### src/rtl/alu_divider_pkg.sv
// Shared RV32M divide constants, operation encodings and FSM states.
// ALUControl uses the same encodings when decoding OP-opcode instructions.
package alu_divider_pkg;

    localparam logic [6:0] OPCODE_OP     = 7'b0110011;
    localparam logic [6:0] FUNCT7_MULDIV = 7'b0000001;

    localparam logic [2:0] FUNCT3_DIV  = 3'b100;
    localparam logic [2:0] FUNCT3_DIVU = 3'b101;
    localparam logic [2:0] FUNCT3_REM  = 3'b110;
    localparam logic [2:0] FUNCT3_REMU = 3'b111;

    // The divider only sees funct3[1:0].
    localparam logic [1:0] OP_DIV  = FUNCT3_DIV[1:0];
    localparam logic [1:0] OP_DIVU = FUNCT3_DIVU[1:0];
    localparam logic [1:0] OP_REM  = FUNCT3_REM[1:0];
    localparam logic [1:0] OP_REMU = FUNCT3_REMU[1:0];

    typedef enum logic [1:0] {
        ST_IDLE    = 2'd0,
        ST_CALC    = 2'd1,
        ST_FIX     = 2'd2,
        ST_SPECIAL = 2'd3
    } div_state_e;

    function automatic logic op_is_signed(input logic [1:0] op);
        return ~op[0];
    endfunction

    function automatic logic op_is_rem(input logic [1:0] op);
        return op[1];
    endfunction

    function automatic logic is_div_instr(input logic [6:0] opcode,
                                          input logic [6:0] funct7,
                                          input logic [2:0] funct3);
        return (opcode == OPCODE_OP) && (funct7 == FUNCT7_MULDIV) && funct3[2];
    endfunction

endpackage

### src/rtl/alu_divider_div_step.sv
// One restoring radix-2 iteration: shift in the dividend MSB, compare, subtract.
module alu_divider_div_step #(
    parameter int XLEN = 32
) (
    input  logic [XLEN-1:0] rem_i,
    input  logic            dividend_msb_i,
    input  logic [XLEN-1:0] divisor_i,
    output logic [XLEN-1:0] rem_o,
    output logic            quot_bit_o
);

    logic [XLEN:0] trial;

    // NOTE: every output is assigned on every path, so no latch is inferred.
    always_comb begin
        trial      = {rem_i, dividend_msb_i};
        quot_bit_o = (trial >= {1'b0, divisor_i});
        // trial - divisor < divisor here, so the low XLEN bits are exact.
        rem_o      = quot_bit_o ? (trial[XLEN-1:0] - divisor_i) : trial[XLEN-1:0];
    end

endmodule

### src/rtl/alu_divider.sv
// Multi-cycle RV32M DIV/DIVU/REM/REMU unit beside the execute-stage ALU.
// Magnitudes are divided unsigned; signs are restored in FIX.
module alu_divider
    import alu_divider_pkg::*;
#(
    parameter int XLEN = 32
) (
    input  logic            clk,
    input  logic            rst_n,
    input  logic            start,
    input  logic            kill,
    input  logic [1:0]      op,
    input  logic [XLEN-1:0] A,
    input  logic [XLEN-1:0] B,
    output logic [XLEN-1:0] result,
    output logic            busy,
    output logic            done
);

    localparam int                CNT_W    = $clog2(XLEN);
    localparam logic [CNT_W-1:0]  CNT_INIT = CNT_W'(XLEN - 1);
    localparam logic [XLEN-1:0]   ALL_ONES = {XLEN{1'b1}};
    localparam logic [XLEN-1:0]   SIGN_MIN = {1'b1, {(XLEN-1){1'b0}}};

    div_state_e        state_q,  state_d;
    logic [1:0]        op_q,     op_d;
    logic [XLEN-1:0]   dq_q,     dq_d;
    logic [XLEN-1:0]   rem_q,    rem_d;
    logic [XLEN-1:0]   divisor_q, divisor_d;
    logic [CNT_W-1:0]  cnt_q,    cnt_d;
    logic              sign_a_q, sign_a_d;
    logic              sign_b_q, sign_b_d;
    logic [XLEN-1:0]   result_q, result_d;
    logic              done_q,   done_d;

    logic              req_signed;
    logic              div_by_zero;
    logic              overflow;
    logic [XLEN-1:0]   abs_a;
    logic [XLEN-1:0]   abs_b;
    logic [XLEN-1:0]   step_rem;
    logic              step_bit;

    // dq_q holds the dividend on entry; quotient bits shift in from the LSB.
    alu_divider_div_step #(.XLEN(XLEN)) div_step (
        .rem_i          (rem_q),
        .dividend_msb_i (dq_q[XLEN-1]),
        .divisor_i      (divisor_q),
        .rem_o          (step_rem),
        .quot_bit_o     (step_bit)
    );

    always_comb begin
        req_signed  = op_is_signed(op);
        div_by_zero = (B == '0);
        overflow    = req_signed && (A == SIGN_MIN) && (B == ALL_ONES);
        abs_a       = (req_signed && A[XLEN-1]) ? -A : A;
        abs_b       = (req_signed && B[XLEN-1]) ? -B : B;
    end

    always_comb begin
        state_d   = state_q;
        op_d      = op_q;
        dq_d      = dq_q;
        rem_d     = rem_q;
        divisor_d = divisor_q;
        cnt_d     = cnt_q;
        sign_a_d  = sign_a_q;
        sign_b_d  = sign_b_q;
        result_d  = result_q;
        done_d    = 1'b0;

        case (state_q)
            ST_IDLE: begin
                if (start && !kill) begin
                    op_d = op;
                    if (div_by_zero || overflow) begin
                        // The special value is parked in dq_q for SPECIAL to publish.
                        state_d = ST_SPECIAL;
                        if (op_is_rem(op)) dq_d = div_by_zero ? A : '0;
                        else               dq_d = div_by_zero ? ALL_ONES : SIGN_MIN;
                    end else begin
                        state_d   = ST_CALC;
                        dq_d      = abs_a;
                        divisor_d = abs_b;
                        sign_a_d  = req_signed & A[XLEN-1];
                        sign_b_d  = req_signed & B[XLEN-1];
                        rem_d     = '0;
                        cnt_d     = CNT_INIT;
                    end
                end
            end
            ST_CALC: begin
                rem_d = step_rem;
                dq_d  = {dq_q[XLEN-2:0], step_bit};
                cnt_d = cnt_q - 1'b1;
                if (cnt_q == '0) state_d = ST_FIX;
            end
            ST_FIX: begin
                if (op_is_rem(op_q)) result_d = sign_a_q ? -rem_q : rem_q;
                else                 result_d = (sign_a_q ^ sign_b_q) ? -dq_q : dq_q;
                done_d  = 1'b1;
                state_d = ST_IDLE;
            end
            ST_SPECIAL: begin
                result_d = dq_q;
                done_d   = 1'b1;
                state_d  = ST_IDLE;
            end
            default: state_d = ST_IDLE;
        endcase

        // A flush abandons the operation without publishing anything.
        if (kill && (state_q != ST_IDLE)) begin
            state_d  = ST_IDLE;
            result_d = result_q;
            done_d   = 1'b0;
        end
    end

    // NOTE: sequential state uses non-blocking assignments so every flop
    // samples its _d value from before the edge.
    always_ff @(posedge clk) begin
        if (!rst_n) begin
            state_q   <= ST_IDLE;
            op_q      <= '0;
            dq_q      <= '0;
            rem_q     <= '0;
            divisor_q <= '0;
            cnt_q     <= '0;
            sign_a_q  <= 1'b0;
            sign_b_q  <= 1'b0;
            result_q  <= '0;
            done_q    <= 1'b0;
        end else begin
            state_q   <= state_d;
            op_q      <= op_d;
            dq_q      <= dq_d;
            rem_q     <= rem_d;
            divisor_q <= divisor_d;
            cnt_q     <= cnt_d;
            sign_a_q  <= sign_a_d;
            sign_b_q  <= sign_b_d;
            result_q  <= result_d;
            done_q    <= done_d;
        end
    end

    assign result = result_q;
    assign busy   = (state_q != ST_IDLE);
    assign done   = done_q;

endmodule

### config.mk
export PLATFORM = sky130hd
export DESIGN_NAME = alu_divider
export DESIGN_NICKNAME = d
export VERILOG_FILES = /design/src/rtl/alu_divider_pkg.sv /design/src/rtl/alu_divider_div_step.sv /design/src/rtl/alu_divider.sv
export SDC_FILE = /design/constraint.sdc
export NUM_CORES = 1
export LEC_CHECK = 0
export ABC_AREA = 1
export CAP_MARGIN = 10
export CELL_PAD_IN_SITES_DETAIL_PLACEMENT = 0
export CELL_PAD_IN_SITES_GLOBAL_PLACEMENT = 1
export CORE_ASPECT_RATIO = 0.7
export CORE_MARGIN = 4
export CORE_UTILIZATION = 38
export CTS_BUF_LIST = sky130_fd_sc_hd__clkbuf_8
export DETAILED_ROUTE_END_ITERATION = 16
export PLACE_DENSITY = 0.91
export SYNTH_ARGS = -nofsm -noshare
export SYNTH_HDL_FRONTEND = slang
export SYNTH_HIERARCHICAL = 1
export SYNTH_SLANG_ARGS = --single-unit
### constraint.sdc
create_clock -name clk -period 1.8 [get_ports clk]
set_input_delay 0.27 -clock clk [delete_from_list [all_inputs] [get_ports clk]]
set_output_delay 0.27 -clock clk [all_outputs]
set_load 0.03 [all_outputs]
==> metrics.md <==
| Metric | Value |
|---|---|
| Status | `complete, but fails checks` |
| Failing checks | `negative setup slack` |
| Worst hold stages | `4` |
| Share of cells above drive strength 1 | `0.323` |
| WL met2 | `about 24000 um` |
| Die Y | `165 um` |
| Worst-Skew Late Latency | `0.49 ns` |
| Top-level I/O count | `104` |
| Flops & latches, synth | `139` |
| CP Launch Point | `divisor_q[26]` |
| Power per cell area | `562 mW/mm^2` |
| Clock sink count | `around 140` |
| Worst setup EP type | `flip-flop` |
| Psw | `4.97 mW` |
| WL final | `56500 um` |
| Synth Net Count | `2492` |
| Starting Density | `0.385` |
| Sequential-to-total area share from yosys stat | `0.208` |
| Crit path time final | `2.30 ns` |
| Largest net degree at the start of global routing | `50` |
| DR DRC count | `0` |
| Final ANT Viol Nets | `0` |
| Max H-tree Level | `4` |
| CTS Buffer Depth | `2` |
| Top Layer Used | `met4` |
| Initial detailed-routing violation count | `between 2000 and 2500` |
| CP peak stage delay | `0.38 ns` |
| Synth area leaders | `nand2_1 21%, dfxtp_1 21%, nand3_1 9.0%` |
| Critical path's slowest cell | `dfxtp_2` |
| Worst path depth | `16` |
| Pleak | `10.6 nW` |
| Area Growth Syn to Fin | `54.3%` |
| Worst path required time | `2.22 ns` |
| TritonCTS Buffers | `17` |
| Crit path DAT | `2.71 ns` |
| Vias post-DR | `17800` |
| Comb power frac | `0.469` |
| GRT Total Usage | `0.277` |
| Final Hold Fails | `0` |
| Place WS | `-0.652 ns` |
| Final WS setup | `-0.498 ns` |
| Global route overflow | `0` |
| Wire length per cell | `16.9 um` |
| Worst path cell trace | `inv_2 > ha_4 > nand2_1 > nand2_1 > nand2_2 > nand2_4 > a21oi_4 > nand2_2 > nor2_4 > buf_8 > buf_6 > buf_6 > nand3_2 > nand2_1 > nand2_1 > a21oi_2` |
| Synthesized area per cell | `5.60 um^2` |
| CP Capture Point | `rem_q[27]` |
| Root buf cell | `clkbuf_8` |
| RSZ-0062 raised after global routing | `true` |
| CTS tree | `built` |
| DR vias/cell | `5.32` |
| Worst slew margin | `0.671` |
| # hold bufs at CTS | `0` |
| Crit-path max FO | `5` |
| Post-route clock period utilization | `1.28` |
| HP Class | `input port to flip-flop` |
| Synth area leader | `nand2_1` |
| Layout Nets | `2976` |
| WP buf/inv | `4` |
| Yosys warns | `6` |
| Distinct cell type count after synthesis | `between 40 and 50` |
| Die Wd | `232 um` |
| R2R Setup Slk | `-0.50 ns` |
| Top Family by Delay on Critical Path | `simple AND/OR/NAND/NOR gates` |
| Max-cap viol count | `0` |
| Antenna violations before repair | `1` |
| Number of global-route vias before repair | `16000` |
| Cell Area, Placed | `roughly 0.018 mm^2` |
| Clock slew at reported path FFs | `0.11 ns` |
| Core Util, Final | `0.594` |
| Clock power frac | `0.235` |
| Power share of the sequential group | `0.296` |
| # setup viols final | `35` |
| Met3 wire length | `around 5000 um` |
| Port Buffer Count | `103` |
| Crit Path Class | `flip-flop to flip-flop` |
| Cell Int Power | `between 6 and 7 mW` |
| FP Rows | `57` |
| Crit start category | `flip-flop` |
| Fin Setup TNS | `-14.44 ns` |
| Mapped Area | `0.0133 mm^2` |
| Max Clk Rate | `0.435 GHz` |
| Commonest non-fill, non-tap cell in the layout | `nand2_1` |
| Worst R2R End | `rem_q[27]` |
| Setup Skew | `0.0173 ns` |
| Worst R2R Path Depth | `16` |
| Worst reg2reg path startpoint | `divisor_q[26]` |
| Mapped Cells | `between 2000 and 2500` |
| Hold_ws | `roughly 0.25 ns` |
| M1 wire length | `25900 um` |
| TritonRoute pass-1 iters | `6` |
| Gpl congestion | `1.03` |
| VDD IR max | `roughly 0.00047 V` |
| DP HPWL | `between 40000 and 50000 um` |
| Yosys top cell area share | `0.213` |
| Most used cell, CP | `nand2_1` |
| Total core area | `around 0.035 mm^2` |
| Most frequent cells in the layout | `675 x nand2_1, 406 x buf_4, 280 x inv_1` |
| Sw Ratio | `0.430` |
| First-pass GRT wire length | `84900 um` |
| Slew @ Worst Pin | `about 0.5 ns` |
| Pins Over Slew Limit | `0` |
| Die area | `~0.038 mm^2` |
| Design area | `around 0.021 mm^2` |
[per-stage QoR]
stage / instances / total power, mW
3_3_place_gp: 3268 / 7.94
3_5_place_dp: 3268 / 8.02
4_1_cts: 3326 / 11.0
5_1_grt: 3352 / 12.2
6_report: 3352 / 11.6
2_1_floorplan: 2382 / 6.07
[how the worst min path moves through the flow]
stage                     slack [ns]             to        from
final                           0.25   divisor_q[7]        B[7]
after global routing            0.23   divisor_q[7]        B[7]
after CTS                       0.31   divisor_q[0]        B[0]
after detailed placement        0.45     result[25]  result[25]
after global placement          0.45     result[31]  result[31]
after floorplan                 0.41  divisor_q[31]       B[31]
[cells by family (layout without fill, tap and decap cells)]
logic type	Yosys count	after routing	share of synthesized area
adders and majority gates	40	40	0.0381
other	0	1	0
AOI/OAI and AO/OA	365	365	0.148
and+or+nand+nor	1355	1357	0.438
buffers and inverters	418	913	0.125
DFF	139	139	0.208
xor gates and xnor gates	65	65	0.0427
[worst reg2reg max path, delay by kind of cell, from the launching register on]
| kind | cells | cell delay, ns |
|---|---|---|
| compound gates | 2 | 0.31 |
| fa+ha+maj | 1 | 0.28 |
| buf+inv | 4 | 0.49 |
| flops | 1 | 0.38 |
| simple gates | 9 | 0.78 |
[repair_timing]
| action | in CTS | in global routing |
|---|---|---|
| setup buffers | 20 | 22 |
| gates resized for setup | 200 | 351 |
| endpoints found under the hold margin | 0 | 0 |
| endpoints found under the setup margin | 119 | 139 |
| cloned | 6 | 3 |
| pin swaps | 52 | 78 |
[layer usage]
metal	GRT usage	vias up
met1	0.413	8191
li1	-	8604
met2	0.415	932
met5	0	-
met4	0.0755	0
met3	0.0398	119
[synthesized netlist by cell type (all sizes together)]
library cell and number:
buf 42, inv 326, a31o 1, and2 11
clkbuf 48, a31oi 10, nand2 771, ha 39
o22ai 21, xor2 54, nor3 19, a21o 2
a211oi 1, nor2 247, o2111ai 5, o221ai 1
xnor2 11, nor4 2, o21ai 116, nand3b 20
clkinv 2, a21oi 194, o21a 1, o21bai 1
o211ai 11, a21boi 1, dfxtp 139, fa 1
nand4 23, nand3 262
[area by class of cell]
class / instances / area [um^2]
Fill cell: 3172 / 14100
Tap cell: 472 / 591
Timing Repair inverter: 1 / 7.51
Sequential cell: 139 / 2860
Timing Repair Buffer: 552 / 4900
Clock buffer: 17 / 234
Antenna cell: 1 / 2.50
Clock inverter: 15 / 196
Inverter: 328 / 1260
Multi-Input combinational cell: 1827 / 10600
[sequential cells by signal, indices dropped and copies added, names as in the netlist]
register,cells
result,32
sign_a_q,1
divisor_q,32
done,1
state_q,2
op_q,1
cnt_q,5
dq_q,32
rem_q,32
sign_b_q,1
[power groups by stage]
stage                     Combinational (mW)  Clock, mW  Sequential (mW)
after global placement                  4.49          0             3.45
after CTS                               4.88       2.73             3.40
after global routing                    5.86       2.86             3.44
after floorplan                         2.66          0             3.41
final                                   5.43       2.72             3.42
after detailed placement                4.57          0             3.46
Power figures use the tool's default switching activity.
